File: config.mk
export PLATFORM = sky130hd
export DESIGN_NAME = ffo_seq_normalizer
export DESIGN_NICKNAME = d
export VERILOG_FILES = /design/src/rtl/ffo_seq_normalizer.sv
export SDC_FILE = /design/constraint.sdc
export NUM_CORES = 1
export LEC_CHECK = 0
export ABC_AREA = 1
export ABC_CLOCK_PERIOD_IN_PS = 3500
export CAP_MARGIN = 20
export CORE_MARGIN = 4
export CORE_UTILIZATION = 55
export CTS_CLUSTER_DIAMETER = 50
export CTS_CLUSTER_SIZE = 16
export DETAILED_ROUTE_END_ITERATION = 6
export GPL_TIMING_DRIVEN = 0
export PLACE_DENSITY = 0.86
export SLEW_MARGIN = 10
export SYNTH_ARGS = -nofsm -noshare
export SYNTH_HDL_FRONTEND = slang
export SYNTH_SLANG_ARGS = --single-unit
File: constraint.sdc
create_clock -name clk -period 3.5 [get_ports clk]
set_clock_uncertainty 0.2 [all_clocks]
set_input_delay 0.35 -clock clk [delete_from_list [all_inputs] [get_ports clk]]
set_output_delay 0.35 -clock clk [all_outputs]
set_load 0.02 [all_outputs]
File: src/rtl/ffo_seq_normalizer.sv
// Multi-cycle leading-one finder / normalizer: scans the operand MSB-first, CHUNK bits per
// clock, and returns the leading-one index plus the operand shifted so that one lands at the MSB.
module ffo_seq_normalizer #(
    parameter  int WIDTH      = 32,
    parameter  int CHUNK      = 8,
    parameter  int EARLY_EXIT = 1,
    localparam int IDX_W      = $clog2(WIDTH)
) (
    input  logic             clk,
    input  logic             rst_n,
    input  logic             in_valid,
    output logic             in_ready,
    input  logic [WIDTH-1:0] in_data,
    output logic             out_valid,
    input  logic             out_ready,
    output logic             out_found,
    output logic [IDX_W-1:0] out_index,
    output logic [WIDTH-1:0] out_norm
);
    localparam int NCHUNK = WIDTH / CHUNK;
    localparam int CW     = (NCHUNK > 1) ? $clog2(NCHUNK) : 1;
    localparam int PW     = (CHUNK > 1) ? $clog2(CHUNK) : 1;

    typedef enum logic [1:0] {S_IDLE, S_SCAN, S_DONE} state_t;

    state_t           r_state, w_next;
    logic [WIDTH-1:0] r_sr;
    logic [CW-1:0]    r_cnt;
    logic             r_hit;
    logic             r_found;
    logic [IDX_W-1:0] r_index;
    logic [WIDTH-1:0] r_norm;

    logic [CHUNK-1:0] w_chunk;
    logic [PW-1:0]    w_p;
    logic             w_nz, w_last, w_hit, w_exit;
    logic [31:0]      w_pos;
    logic [IDX_W-1:0] w_index;
    logic [WIDTH-1:0] w_norm;

    assign w_chunk = r_sr[WIDTH-1 -: CHUNK];
    assign w_nz    = |w_chunk;
    assign w_last  = (r_cnt == CW'(NCHUNK - 1));
    assign w_hit   = w_nz && !r_hit;
    assign w_exit  = w_last || ((EARLY_EXIT != 0) && w_hit);

    // Ascending scan so the highest set bit wins; p counts down from the chunk MSB.
    always_comb begin
        w_p = '0;
        for (int i = 0; i < CHUNK; i++) begin
            if (w_chunk[i]) w_p = PW'(CHUNK - 1 - i);
        end
    end

    assign w_pos   = 32'(r_cnt) * 32'(CHUNK) + 32'(w_p);
    assign w_index = IDX_W'(32'(WIDTH - 1) - w_pos);
    // sr already carries the cnt*CHUNK shift, so only the in-chunk offset remains.
    assign w_norm  = r_sr << w_p;

    always_ff @(posedge clk or negedge rst_n) begin
        if (!rst_n) r_state <= S_IDLE;
        else        r_state <= w_next;
    end

    always_comb begin
        w_next = r_state;
        case (r_state)
            S_IDLE:  if (in_valid) w_next = S_SCAN;
            S_SCAN:  if (w_exit) w_next = S_DONE;
            S_DONE:  if (out_ready) w_next = S_IDLE;
            default: w_next = S_IDLE;
        endcase
    end

    always_comb begin
        in_ready  = rst_n && (r_state == S_IDLE);
        out_valid = (r_state == S_DONE);
    end

    always_ff @(posedge clk or negedge rst_n) begin
        if (!rst_n) begin
            r_sr    <= '0;
            r_cnt   <= '0;
            r_hit   <= 1'b0;
            r_found <= 1'b0;
            r_index <= '0;
            r_norm  <= '0;
        end else begin
            case (r_state)
                S_IDLE: begin
                    // Results clear on accept so an all-zero operand reports found=0.
                    if (in_valid) begin
                        r_sr    <= in_data;
                        r_cnt   <= '0;
                        r_hit   <= 1'b0;
                        r_found <= 1'b0;
                        r_index <= '0;
                        r_norm  <= '0;
                    end
                end
                S_SCAN: begin
                    if (w_hit) begin
                        r_hit   <= 1'b1;
                        r_found <= 1'b1;
                        r_index <= w_index;
                        r_norm  <= w_norm;
                    end
                    if (!w_exit) begin
                        r_sr  <= r_sr << CHUNK;
                        r_cnt <= r_cnt + CW'(1);
                    end
                end
                default: ;
            endcase
        end
    end

    assign out_found = r_found;
    assign out_index = r_index;
    assign out_norm  = r_norm;
endmodule

# ---- Word level (Yosys, flattened, before mapping)
# Index checks and enable logic that the tools add are counted.
dict set report totals {
  reg_bits 74
  output_inout_bits 40
  word_cells 55
}
dict set report classes {
  n_addsub 3
  n_eq_ne 8
  n_shift 1
  muxes 27
  reduce_logical 10
}
# operator n
set ops {}
lappend ops {{$mux W32} 4}
lappend ops {{$pmux W32 S2} 2}
lappend ops {{$shl A32 B3 Y32} 1}
lappend ops {{$mux W3} 8}
lappend ops {{$mux W2} 5}
lappend ops {{$mux W5} 2}
lappend ops {{$pmux W5 S2} 1}
lappend ops {{$reduce_and A3 Y1} 3}
lappend ops {{$ne A2 B2 Y1 const B} 4}
lappend ops {{$reduce_or A8 Y1} 1}
lappend ops {{$pmux W2 S3} 1}
lappend ops {{$add A5 B3 Y5} 1}
lappend ops {{$sub A5 B5 Y5 const A} 1}
lappend ops {{$eq A2 B2 Y1 const B} 2}
lappend ops {{$pmux W2 S2} 1}
lappend ops {{$add A2 B1 Y2 const B} 1}
lappend ops {{$eq A2 B1 Y1 const B} 1}
lappend ops {{$logic_and A1 B1 Y1} 2}
lappend ops {{$logic_not A2 Y1} 1}
lappend ops {{$mux W1} 2}
lappend ops {{$ne A2 B1 Y1 const B} 1}
lappend ops {{$pmux W1 S2} 1}
lappend ops {{$reduce_bool A2 Y1} 1}
lappend ops {{$logic_not A1 Y1} 1}
lappend ops {{$logic_or A1 B1 Y1} 1}

# ---- Depth between registers and ports, before layout
# Gate-level depths: netlist (run 1).
dict set report depth {
  ltp_word 12
  depth_mapped 15
}

# ---- Least setup slack after synthesis (run 1)
# No wires, ideal clock.
dict set report synth_path {
  path_kind {register to register}
  start {register r_sr[30]}
  end {register r_norm[29] (netlist: out_norm[29])}
  setup_ps 126
  arrival_time_ps 1352
  slack_ps 1821
  stages_incl_launch_ff 12
  cell_sequence {dfrtp_1 -> nor2_2 -> nand3_2 -> o21ai_2 -> nand2_2 -> nand2_4 -> inv_2 -> nand2_2 -> inv_2 -> buf_6 -> nand3_1 -> nand3_1}
}
dict set report synth_between {
  elab_chain_len 5
  word_cells_on_any_way 9
}
# item line
set synth_lines {}
lappend synth_lines {{start: declaration} 27} ;# logic [WIDTH-1:0] r_sr;
lappend synth_lines {{start signal: assignment} 93} ;# r_sr <= in_data;
lappend synth_lines {{start signal: assignment} 109} ;# r_sr <= r_sr << CHUNK;
lappend synth_lines {{$mux W3 (2 in series)} 51} ;# if (w_chunk[i]) w_p = PW'(CHUNK - 1 - i);
lappend synth_lines {{$shl A32 B3 Y32} 58} ;# assign w_norm = r_sr << w_p;
lappend synth_lines {{$mux W32} 102} ;# if (w_hit) begin
lappend synth_lines {{$pmux W32 S2} 89} ;# case (r_state)
lappend synth_lines {{end signal: assignment} 106} ;# r_norm <= w_norm;
lappend synth_lines {{end: declaration} 32} ;# logic [WIDTH-1:0] r_norm;
# Several ways; a longest one is shown, not always the timed one. The select of a mux whose other input is x is not followed.
# A chain may end at the register's enable or synchronous reset.

# ---- Worst setup path after layout (run 1)
dict set report layout_path {
  start {input port rst_n}
  end {output port in_ready}
}
dict set report layout_between {
  elab_chain_len 1
}
# item line
set layout_lines {}
lappend layout_lines {{start: declaration} 10} ;# input logic rst_n,
lappend layout_lines {{$logic_and A1 B1 Y1} 76} ;# in_ready = rst_n && (r_state == S_IDLE);
lappend layout_lines {{end: declaration} 12} ;# output logic in_ready,
# No other way between the ends.

==> flow_metrics.env, run 1 <==
export IMPL_outcome="finished, final reports clean"
export IMPL_hold_path_startpoint="out_norm[31]"
export IMPL_most_area_hungry_cell_type_in_the_yosys_netlist="sky130_fd_sc_hd__dfrtp_1"
export IMPL_seq_area_frac_synth_pct=44.6
export IMPL_synthesis_area_sq_um=4150
export IMPL_final_core_utilization_pct=71.8
export IMPL_vias=4249
export IMPL_largest_net_degree_at_the_start_of_global_routing=40
export IMPL_slew_limit_headroom_pct=63.2
export IMPL_residual_drc=0
export IMPL_path_max_fanout=39
export IMPL_count_of_cells_along_the_worst_register_to_register_path=9
export IMPL_clk_latency_ns=0.34
export IMPL_placedInstanceArea_sq_um=5040
export IMPL_die_footprint_sq_um=9000
export IMPL_final_period_minus_worst_setup_slack_ns=2.80
export IMPL_power_leakage_nw=2.48
export IMPL_cts_tree="done"
export IMPL_drt_initial_drc_count=402
export IMPL_final_layout_size_suffix_gt1_share_pct=10.3
export IMPL_synth_top_family_by_area="simple AND/OR/NAND/NOR gates"
export IMPL_class_of_the_most_critical_hold_timing_path="flop to flop"
export IMPL_synth_xor_area_share_pct=0
export IMPL_routabilityCongestion=0.987
export IMPL_via_per_inst=5.81
export IMPL_dieWidth_um=94.9
export IMPL_maxClockFrequency_ghz=0.357
export IMPL_h_tree_depth=3
export IMPL_grt_usage_pct=30.2
export IMPL_period_share_pct=80.0
export IMPL_rsz_0062_raised_after_global_routing="no"
export IMPL_global_route_wire_length_before_repair_mm=20.6
export IMPL_critical_path_startpoint_type="input pin"
export IMPL_ant_nets=0
export IMPL_cells_taking_the_most_area_after_synthesis="sky130_fd_sc_hd__dfrtp_1, sky130_fd_sc_hd__nand3_1, sky130_fd_sc_hd__nand2_1"
export IMPL_io_pin_count=76
export IMPL_netlist_area_leader_share_pct=44.6
export IMPL_globalRoute_totalOverflow=0
export IMPL_cts_inserted_buffers=9
export IMPL_yosys_warnings=0
export IMPL_area_growth_syn_to_layout_pct=26.2
export IMPL_grt_pass1_vias=4133
export IMPL_post_synth_fa_ha_maj_area_fraction_pct=0.302
export IMPL_antennaDiodeCount=0
export IMPL_critical_path_class="input pin to output port"
export IMPL_fin_ws_ns=0.702
export IMPL_multi_input_area_sq_um=1910
export IMPL_numClockSinks=74
export IMPL_resize_count_post_cts=0
export IMPL_port_buffers=75
export IMPL_synth_compound_gate_area_share_pct=10.9
export IMPL_synth_mux_area_fraction_pct=0
export IMPL_timing_critical_path_arrival_ns=2.25
export IMPL_final_seq_area_sq_um=1850
export IMPL_drt_first_pass_iters=5
export IMPL_cts_reportedPaths_clkPinSlew_ns=0.08
export IMPL_place_ws_ns=1.19
export IMPL_timing_max_transition_violations_final=0
export IMPL_synth_area_per_cell_sq_um=7.68
export IMPL_placementRows=31
export IMPL_clk_root_buffer_cell="sky130_fd_sc_hd__clkbuf_8"
export IMPL_synth_net_count=577
export IMPL_worst_hold_endpoint="out_norm[31]"
export IMPL_drv_cap=0
export IMPL_mostFrequentLayoutCell="sky130_fd_sc_hd__nand2_1"
export IMPL_report_final_hold_viol_count=0
export IMPL_worst_r2r_endpoint="out_norm[11]"
export IMPL_syn_inst=540
export IMPL_drt_wirelength_per_cell_um=17.3
export IMPL_pwrdens_nw_per_um2=1070
export IMPL_post_synth_num_cell_types=26
export IMPL_die_y_um=94.9
export IMPL_layout_nets=665
export IMPL_fill_cells=616
export IMPL_synth_simple_area_share_pct=34.9
export IMPL_floorplan_initialDensity_pct=56.9
export IMPL_async_set_reset_flop_share_out_of_synthesis_pct=100
export IMPL_finalInstanceArea_sq_um=5240
export IMPL_cts_path_max_buffers=2
export IMPL_required_ns=2.95
export IMPL_synth_edf_count=0
export IMPL_register_bit_total_from_synthesis=74
export IMPL_worst_slew_pin_slew_ns=0.552
export IMPL_timing_hold_ws_ns=0.280
export IMPL_timing_rr_start="r_sr[26]"
export IMPL_drt_wl_total_mm=12.6
export IMPL_hold_depth=2
export IMPL_layout_common_cells="sky130_fd_sc_hd__nand2_1, sky130_fd_sc_hd__nand3_1, sky130_fd_sc_hd__clkdlybuf4s50_1, sky130_fd_sc_hd__dfrtp_1"
export IMPL_synth_top_flop_cell="sky130_fd_sc_hd__dfrtp_1"
export IMPL_post_cts_repair_setup_buffers=0
export IMPL_peakVddDrop_uv=541
export IMPL_detailed_place_hpwl_mm=9.90
export IMPL_core_region_area_sq_um=7290
export IMPL_setup_worst_path_end_class="output port"
export IMPL_antenna_found_initial=0
export IMPL_worst_r2r_setup_slack_ns=1.43
export IMPL_finalSetupViolations=0
## cell families after synthesis
| kind of cell | count (synthesis) |
|---|---|
| AOI/OAI and AO/OA | 73 |
| adders and majority gates | 1 |
| buffers and inverters | 71 |
| DFF | 74 |
| and+or+nand+nor | 321 |
## final cells by class
cell class | instances | area share [%]
Buffer | 31 | 4.40
Clock buffer | 10 | 2.44
Clock inverter | 5 | 1.08
Inverter | 40 | 2.96
Multi-Input combinational cell | 395 | 36.5
Sequential cell | 74 | 35.4
Tap cell | 99 | 2.37
Timing Repair Buffer | 77 | 14.9
## metrics by stage
| step | power (mW) | TNS [ns] | instances |
|---|---|---|---|
| after floorplan | 3.80 | 0 | 540 |
| after global placement | 4.81 | -36.57 | 714 |
| after detailed placement | 4.90 | 0 | 715 |
| after CTS | 5.54 | 0 | 731 |
| after global routing | 6.04 | 0 | 731 |
| final | 5.60 | 0 | 731 |
## worst max-delay path, cell delays in order
cell,delay [ns]
sky130_fd_sc_hd__dlygate4sd3_1,0.53
sky130_fd_sc_hd__buf_4,0.42
sky130_fd_sc_hd__nor3b_1,0.29
sky130_fd_sc_hd__clkdlybuf4s50_1,0.66
## layer usage
layer / track usage, % / wire (um) / up-vias / part of all wire [%]
li1: - / - / 1989 / -
met1: 41.2 / 5430 / 1995 / 43
met2: 47.1 / 5740 / 241 / 45
met3: 6.93 / 1120 / 24 / 8.9
met4: 10.7 / 322 / 0 / 2.6
met5: 0 / 0 / - / 0
## power breakdown
group          internal (mW)  total, mW  switching, mW  leakage, nW
clock network          0.324      0.635          0.311       0.0921
logic                   1.22       3.49           2.26         1.44
registers               1.21       1.48          0.272        0.947
## state kept, by name (all words and copies together), names as in the netlist
name       cells
out_found      1
out_index      5
r_state        2
out_norm      32
r_sr          32
r_cnt          2
## worst max-delay path by stage
| stage | startpoint | to | cells after the start |
|---|---|---|---|
| finish | rst_n | in_ready | 4 |
| detailed placement | rst_n | in_ready | 3 |
| CTS | rst_n | in_ready | 4 |
| global route | rst_n | in_ready | 4 |
| floorplan | r_sr[30] | out_norm[29] | 11 |
| global placement | rst_n | in_ready | 3 |
## cell usage after synthesis (3+ instances only)
cell and n:
sky130_fd_sc_hd__nand2_1 166, sky130_fd_sc_hd__nand3_1 130, sky130_fd_sc_hd__dfrtp_1 74, sky130_fd_sc_hd__inv_1 32, sky130_fd_sc_hd__o21ai_0 32, sky130_fd_sc_hd__o211ai_1 29
sky130_fd_sc_hd__buf_2 10, sky130_fd_sc_hd__buf_6 10, sky130_fd_sc_hd__nor2_1 10, sky130_fd_sc_hd__buf_4 7, sky130_fd_sc_hd__inv_2 7, sky130_fd_sc_hd__nand2_4 5
sky130_fd_sc_hd__o21ai_1 5, sky130_fd_sc_hd__a31oi_1 4, sky130_fd_sc_hd__clkbuf_1 4, sky130_fd_sc_hd__nand2_2 3, sky130_fd_sc_hd__nand3_2 3
## what timing repair did
action,in CTS,in global routing
endpoints found under the hold margin,37,0
hold buffers,1,0
setup endpoints to repair,0,0
Power figures use the tool's default switching activity.
==> run 2, diff against run 1 <==
- ABC_CLOCK_PERIOD_IN_PS: 3500 -> 2400
- CORE_UTILIZATION: 55 -> 48
- PLACE_DENSITY: 0.86 -> 0.8
- clock period: 3.5 -> 2.4 ns (I/O delays scaled with it)
==> run 2 against run 1 <==
Effect of this change: global-route usage decreased by 4.1 points; final area increased by 0.12%; clock-buffer cell count increased by 1; critical path depth unchanged; via count decreased by 1.6%; wire length decreased by 0.43%; register-to-register slack got worse by 1.2 ns; critical path type unchanged; critical endpoint unchanged.
==> flow_metrics.env, run 2 (same netlist as run 1, synthesis figures left out) <==
export IMPL_place_ws_ns=0.314
export IMPL_largest_net_degree_at_the_start_of_global_routing=40
export IMPL_die_footprint_sq_um=10200
export IMPL_count_of_cells_along_the_worst_register_to_register_path=9
export IMPL_floorplan_initialDensity_pct=50.0
export IMPL_globalRoute_totalOverflow=0
export IMPL_timing_hold_ws_ns=0.222
export IMPL_clock_power_share_pct=10.5
export IMPL_via_per_inst=5.66
export IMPL_combinationalPowerShare_pct=62.8
export IMPL_highest_layer="met4"
export IMPL_detailed_place_hpwl_mm=9.74
export IMPL_drv_cap=0
export IMPL_peakVddDrop_uv=632
export IMPL_numClockSinks=74
export IMPL_slew_limit_headroom_pct=62.4
export IMPL_switching_share_pct=51.3
export IMPL_h_tree_depth=3
export IMPL_report_final_hold_viol_count=0
export IMPL_power_leakage_nw=2.48
export IMPL_share_seq_of_total_power_pct=26.7
export IMPL_timing_rr_start="r_sr[26]"
export IMPL_series_of_cell_instances_along_the_critical_path="dlygate4sd3_1 -> buf_4 -> nor3b_1 -> clkdlybuf4s50_1"
export IMPL_worst_path_max_delay_cell="sky130_fd_sc_hd__clkdlybuf4s50_1"
export IMPL_vias=4181
export IMPL_antenna_found_initial=0
export IMPL_timing_critical_path_arrival_ns=1.75
export IMPL_resize_count_post_cts=0
export IMPL_routabilityCongestion=0.969
export IMPL_ant_nets=0
export IMPL_dieWidth_um=101
export IMPL_final_period_minus_worst_setup_slack_ns=2.19
export IMPL_drt_wirelength_per_cell_um=17.0
export IMPL_routedLengthMet1_mm=5.59
export IMPL_layout_common_cells="sky130_fd_sc_hd__nand2_1, sky130_fd_sc_hd__nand3_1, sky130_fd_sc_hd__clkdlybuf4s50_1, sky130_fd_sc_hd__dfrtp_1"
export IMPL_layout_nets=666
export IMPL_antennaDiodeCount=0
export IMPL_cts_tree="done"
export IMPL_finalSetupViolations=0
export IMPL_rsz_0062_raised_after_global_routing="no"
export IMPL_final_layout_size_suffix_gt1_share_pct=10.4
export IMPL_period_share_pct=91.3
export IMPL_worst_slew_pin_slew_ns=0.563
export IMPL_fin_ws_ns=0.209
export IMPL_required_ns=1.96
export IMPL_clk_latency_ns=0.36
export IMPL_switching_power_mw=4.13
export IMPL_setup_worst_path_end_class="output port"
export IMPL_grt_usage_pct=26.1
export IMPL_fill_cells=755
export IMPL_timing_max_transition_violations_final=0
export IMPL_die_y_um=101
export IMPL_io_pin_count=76
export IMPL_clk_root_buffer_cell="sky130_fd_sc_hd__clkbuf_8"
export IMPL_global_route_wire_length_before_repair_mm=20.5
export IMPL_cts_path_max_buffers=2
export IMPL_placementRows=33
export IMPL_drt_wl_total_mm=12.6
export IMPL_critical_path_max_stage_delay_ns=0.64
export IMPL_path_max_fanout=3
export IMPL_critical_path_class="input pin to output port"
export IMPL_final_seq_area_sq_um=1850
export IMPL_port_buffers=75
export IMPL_pwrdens_nw_per_um2=1540
export IMPL_area_growth_syn_to_layout_pct=26.3
export IMPL_maxClockFrequency_ghz=0.456
export IMPL_residual_drc=0
export IMPL_cts_reportedPaths_clkPinSlew_ns=0.08
export IMPL_multi_input_area_sq_um=1910
export IMPL_critical_path_startpoint_type="input pin"
export IMPL_class_of_the_most_critical_hold_timing_path="input pin to asynchronous set/reset pin"
export IMPL_met3_length_mm=1.03
export IMPL_wl_met2_mm=5.67
export IMPL_worst_r2r_endpoint="out_norm[14]"
export IMPL_worst_r2r_setup_slack_ns=0.25
export IMPL_core_region_area_sq_um=8300
export IMPL_drt_first_pass_iters=7
export IMPL_mostFrequentLayoutCell="sky130_fd_sc_hd__nand2_1"
export IMPL_power_report_internal_total_mw=3.92
export IMPL_drt_initial_drc_count=440
export IMPL_cts_inserted_buffers=9
export IMPL_grt_pass1_vias=4029
export IMPL_outcome="finished, final reports clean"
[run 2: cell count changes in the layout (fill, tap and decap cells not counted), sizes merged]
cell,previous run,this run
clkbuf,14,15
clkinv,3,4
buf,29,30
bufinv,1,0
[run 2: critical path, delay by kind of cell]
| kind | cells | cell delay [ns] |
|---|---|---|
| buffers and inverters | 3 | 1.33 |
| AND/OR/NAND/NOR | 1 | 0.18 |
[run 2: routing by layer]
layer / vias up / global-route usage [%]
met5: - / 0
met4: 0 / 9.30
met3: 25 / 4.98
met2: 204 / 39.6
met1: 1960 / 37.3
li1: 1992 / -
[run 2: stage by stage]
step | instances | setup TNS (ns) | power, mW | util [%] | instance area (sq um)
floorplan | 540 | 0 | 5.54 | - | 4150
global route | 739 | 0 | 8.71 | 63.2 | 5240
detailed placement | 721 | 0 | 7.14 | 60.8 | 5050
finish | 739 | 0 | 8.05 | 63.2 | 5240
CTS | 739 | 0 | 8.01 | 63.2 | 5240
global placement | 720 | -118.12 | 7.02 | 60.6 | 5030
[run 2: power groups by stage]
stage | clock network (mW) | registers (mW) | logic (mW)
floorplan | 0 | 2.28 | 3.25
global placement | 0 | 2.14 | 4.88
detailed placement | 0 | 2.16 | 4.98
CTS | 0.851 | 2.14 | 5.02
global route | 0.907 | 2.21 | 5.59
finish | 0.844 | 2.15 | 5.06
[run 2: area by class of cell]
class	count	share of cell area [%]
Multi-Input combinational cell	395	36.5
Sequential cell	74	35.3
Timing Repair Buffer	78	15.2
Buffer	31	4.39
Inverter	40	2.96
Clock buffer	11	2.51
Tap cell	105	2.51
Clock inverter	5	0.597
[run 2: how the worst max path moves through the flow]
stage	start	slack (ns)	end
after global placement	rst_n	-2.08	in_ready
after global routing	rst_n	0.12	in_ready
final	rst_n	0.21	in_ready
after detailed placement	r_sr[26]	0.31	out_norm[14]
after floorplan	r_sr[30]	0.72	out_norm[29]
after CTS	rst_n	0.23	in_ready
[run 2: repair_timing]
| action | in CTS | in global routing |
|---|---|---|
| hold endpoints to repair | 35 | 0 |
| setup buffers | 0 | 0 |
| hold buffers | 2 | 0 |
| setup endpoints to repair | 0 | 0 |
==> RTL change (flow settings as in run 2) <==
Change the parameter `WIDTH` from 32 to 128.
--- a/src/rtl/ffo_seq_normalizer.sv
+++ b/src/rtl/ffo_seq_normalizer.sv
@@ -1,7 +1,7 @@
 // Multi-cycle leading-one finder / normalizer: scans the operand MSB-first, CHUNK bits per
 // clock, and returns the leading-one index plus the operand shifted so that one lands at the MSB.
 module ffo_seq_normalizer #(
-    parameter  int WIDTH      = 32,
+    parameter  int WIDTH      = 128,
     parameter  int CHUNK      = 8,
     parameter  int EARLY_EXIT = 1,
     localparam int IDX_W      = $clog2(WIDTH)
Ports: changed (resized in_data, out_index and out_norm); port bits go from 76 to 270. The function was not compared with the original's and may differ.
==> RTL change against run 2 <==
  * The run now ends with design-rule violations, negative hold slack left
  * Final area grew to 3.8 times the old value
  * Sequential power grew to 3.6 times the old value
  * Total power grew to 4.1 times the old value
  * Routed wire length grew to 4.8 times the old value
  * Area after synthesis grew to 3.7 times the old value
  * Setup slack worse by 0.16 ns
  * Critical path depth is 6 higher
  * Sequential cell count is 196 higher
==> RTL change: results (changes against run 2) <==
clock slew at reported path FFs=0.07 ns; worst skew pair latency=0.52 ns (+0.16 ns); layout cells sized above 1=0.0821 (-0.0220); Routed WL per cell=20.9 um (+23%); global-route wire length before repair=90,300 um (+340%); Fin Hold WS=-0.574 ns (-0.796 ns); data arrival time of the worst path=2.54 ns (+0.79 ns); # diodes=0 (unchanged); CTS Root Cell=clkbuf_16; FMAX=426 MHz (-6.7%); antenna violations before repair=0 (unchanged); Synth Warn #=0 (unchanged); leakage=9.42 nW (+280%); hold_buf cts=5 (+3); internal power=16.0 mW (+310%); critical path's largest stage delay=0.41 ns (-0.23 ns); Synthesized Nets=2,264 (+290%); largest net degree at the start of global routing=91 (+130%); Vias per Instance=5.98 (+5.6%); Post-synth top cells=nand2_1 (673), nand3_1 (562), dfrtp_1 (270), o21ai_0 (214), inv_1 (130); Worst VDD drop=758 uV (+20%); asr flop ratio synth=1.00 (unchanged); GP Congestion=0.982 (+1.3%); fill count=2,703 (+260%); failing checks=design-rule violations, negative hold slack; critical path's slowest cell=dfrtp_1; H-tree depth=2 (-1); R2R cell count=10 (+1); clock tree buffer depth=3 (+1); vias in the first global route=16,400 (+310%); First DRT Iteration DRCs=2,348 (+430%); fin nets=2,582 (+290%); Final Hold Vio Count=78 (+78); status=complete, but fails checks; crit path max fanout=10 (+7); post-synthesis sequential area ratio=0.444 (-0.00191); CP startpoint=r_sr[123]; placed cell areas=18,500 um2 (+270%); Overall Global Routing Usage=0.338 (+0.0771); Reg2Reg Setup Slack=0.05 ns (-0.20 ns); # port buffers=269 (+260%); Least-Margin Pin Slew=0.568 ns (+0.00433 ns); Worst R2R End=out_norm[113]; DPL Wire Length=43,700 um (+350%); Area contributors post-synth=dfrtp_1 (44%), nand3_1 (19%), nand2_1 (17%); DR DRC count=4 (+4); CTS Buf Count=35 (+26)
-- RTL change: metal layers --
metal / track usage / part of all wire / vias up
li1: - / - / 7770
met1: 0.459 / 0.40 / 8042
met2: 0.526 / 0.45 / 1115
met3: 0.0709 / 0.10 / 225
met4: 0.149 / 0.048 / 0
met5: 0 / 0 / -
-- RTL change: power groups by stage --
| stage | logic [mW] | registers, mW | clock network, mW |
|---|---|---|---|
| after global routing | 21.0 | 7.87 | 5.86 |
| after floorplan | 11.3 | 8.04 | 0 |
| after global placement | 18.0 | 7.67 | 0 |
| final | 19.4 | 7.71 | 5.65 |
| after detailed placement | 18.3 | 7.69 | 0 |
| after CTS | 18.6 | 7.64 | 5.68 |
-- RTL change: worst max-delay path: cells and delay by family, from the launching register on --
family / cells / cell delay [ns]
and+or+nand+nor: 5 / 0.65
buffers and inverters: 4 / 0.81
DFF: 1 / 0.41
AOI/OAI and AO/OA: 1 / 0.15
-- RTL change: how the worst max path moves through the flow --
| stage | to | depth (start not counted) |
|---|---|---|
| 4_1_cts | out_norm[113] | 10 |
| 3_3_place_gp | r_sr[3] | 1 |
| 2_1_floorplan | out_norm[32] | 12 |
| 5_1_grt | out_norm[113] | 10 |
| 3_5_place_dp | in_ready | 4 |
| 6_report | out_norm[113] | 10 |
-- RTL change: final cells by class --
class	instances	area (um2)	share of cell area
Inverter	143	552	0.0276
Multi-Input combinational cell	1570	7190	0.359
Buffer	148	842	0.0421
Timing Repair Buffer	281	2940	0.147
Clock buffer	41	961	0.0480
Sequential cell	270	6760	0.337
Clock inverter	21	283	0.0141
Tap cell	396	495	0.0247
-- RTL change: cells by family (layout without fill, tap and decap cells) --
group,count (synthesis),in the layout,synth area share
AO/OA/AOI/OAI,310,310,0.110
XOR/XNOR,1,1,0.000576
buffers and inverters,291,634,0.0839
AND/OR/NAND/NOR,1258,1258,0.360
flip-flops,270,270,0.444
adder cells (fa/ha/maj),1,1,0.000823
-- RTL change: stage by stage --
stage / hold slack (ns) / instances / setup WS [ns]
after floorplan: -0.256 / 2131 / 0.577
after global placement: 0.257 / 2796 / -10.44
after detailed placement: 0.0592 / 2798 / -0.470
after CTS: -0.567 / 2867 / 0.0132
after global routing: -0.543 / 2870 / -0.00292
final: -0.574 / 2870 / 0.0511
-- RTL change: timing repair --
action	4_1_cts	5_1_grt
endpoints found under the setup margin	232	132
resized for setup	20	41
endpoints found under the hold margin	161	78
setup buffers	1	2
pin swaps	1	0
cloned	1	0
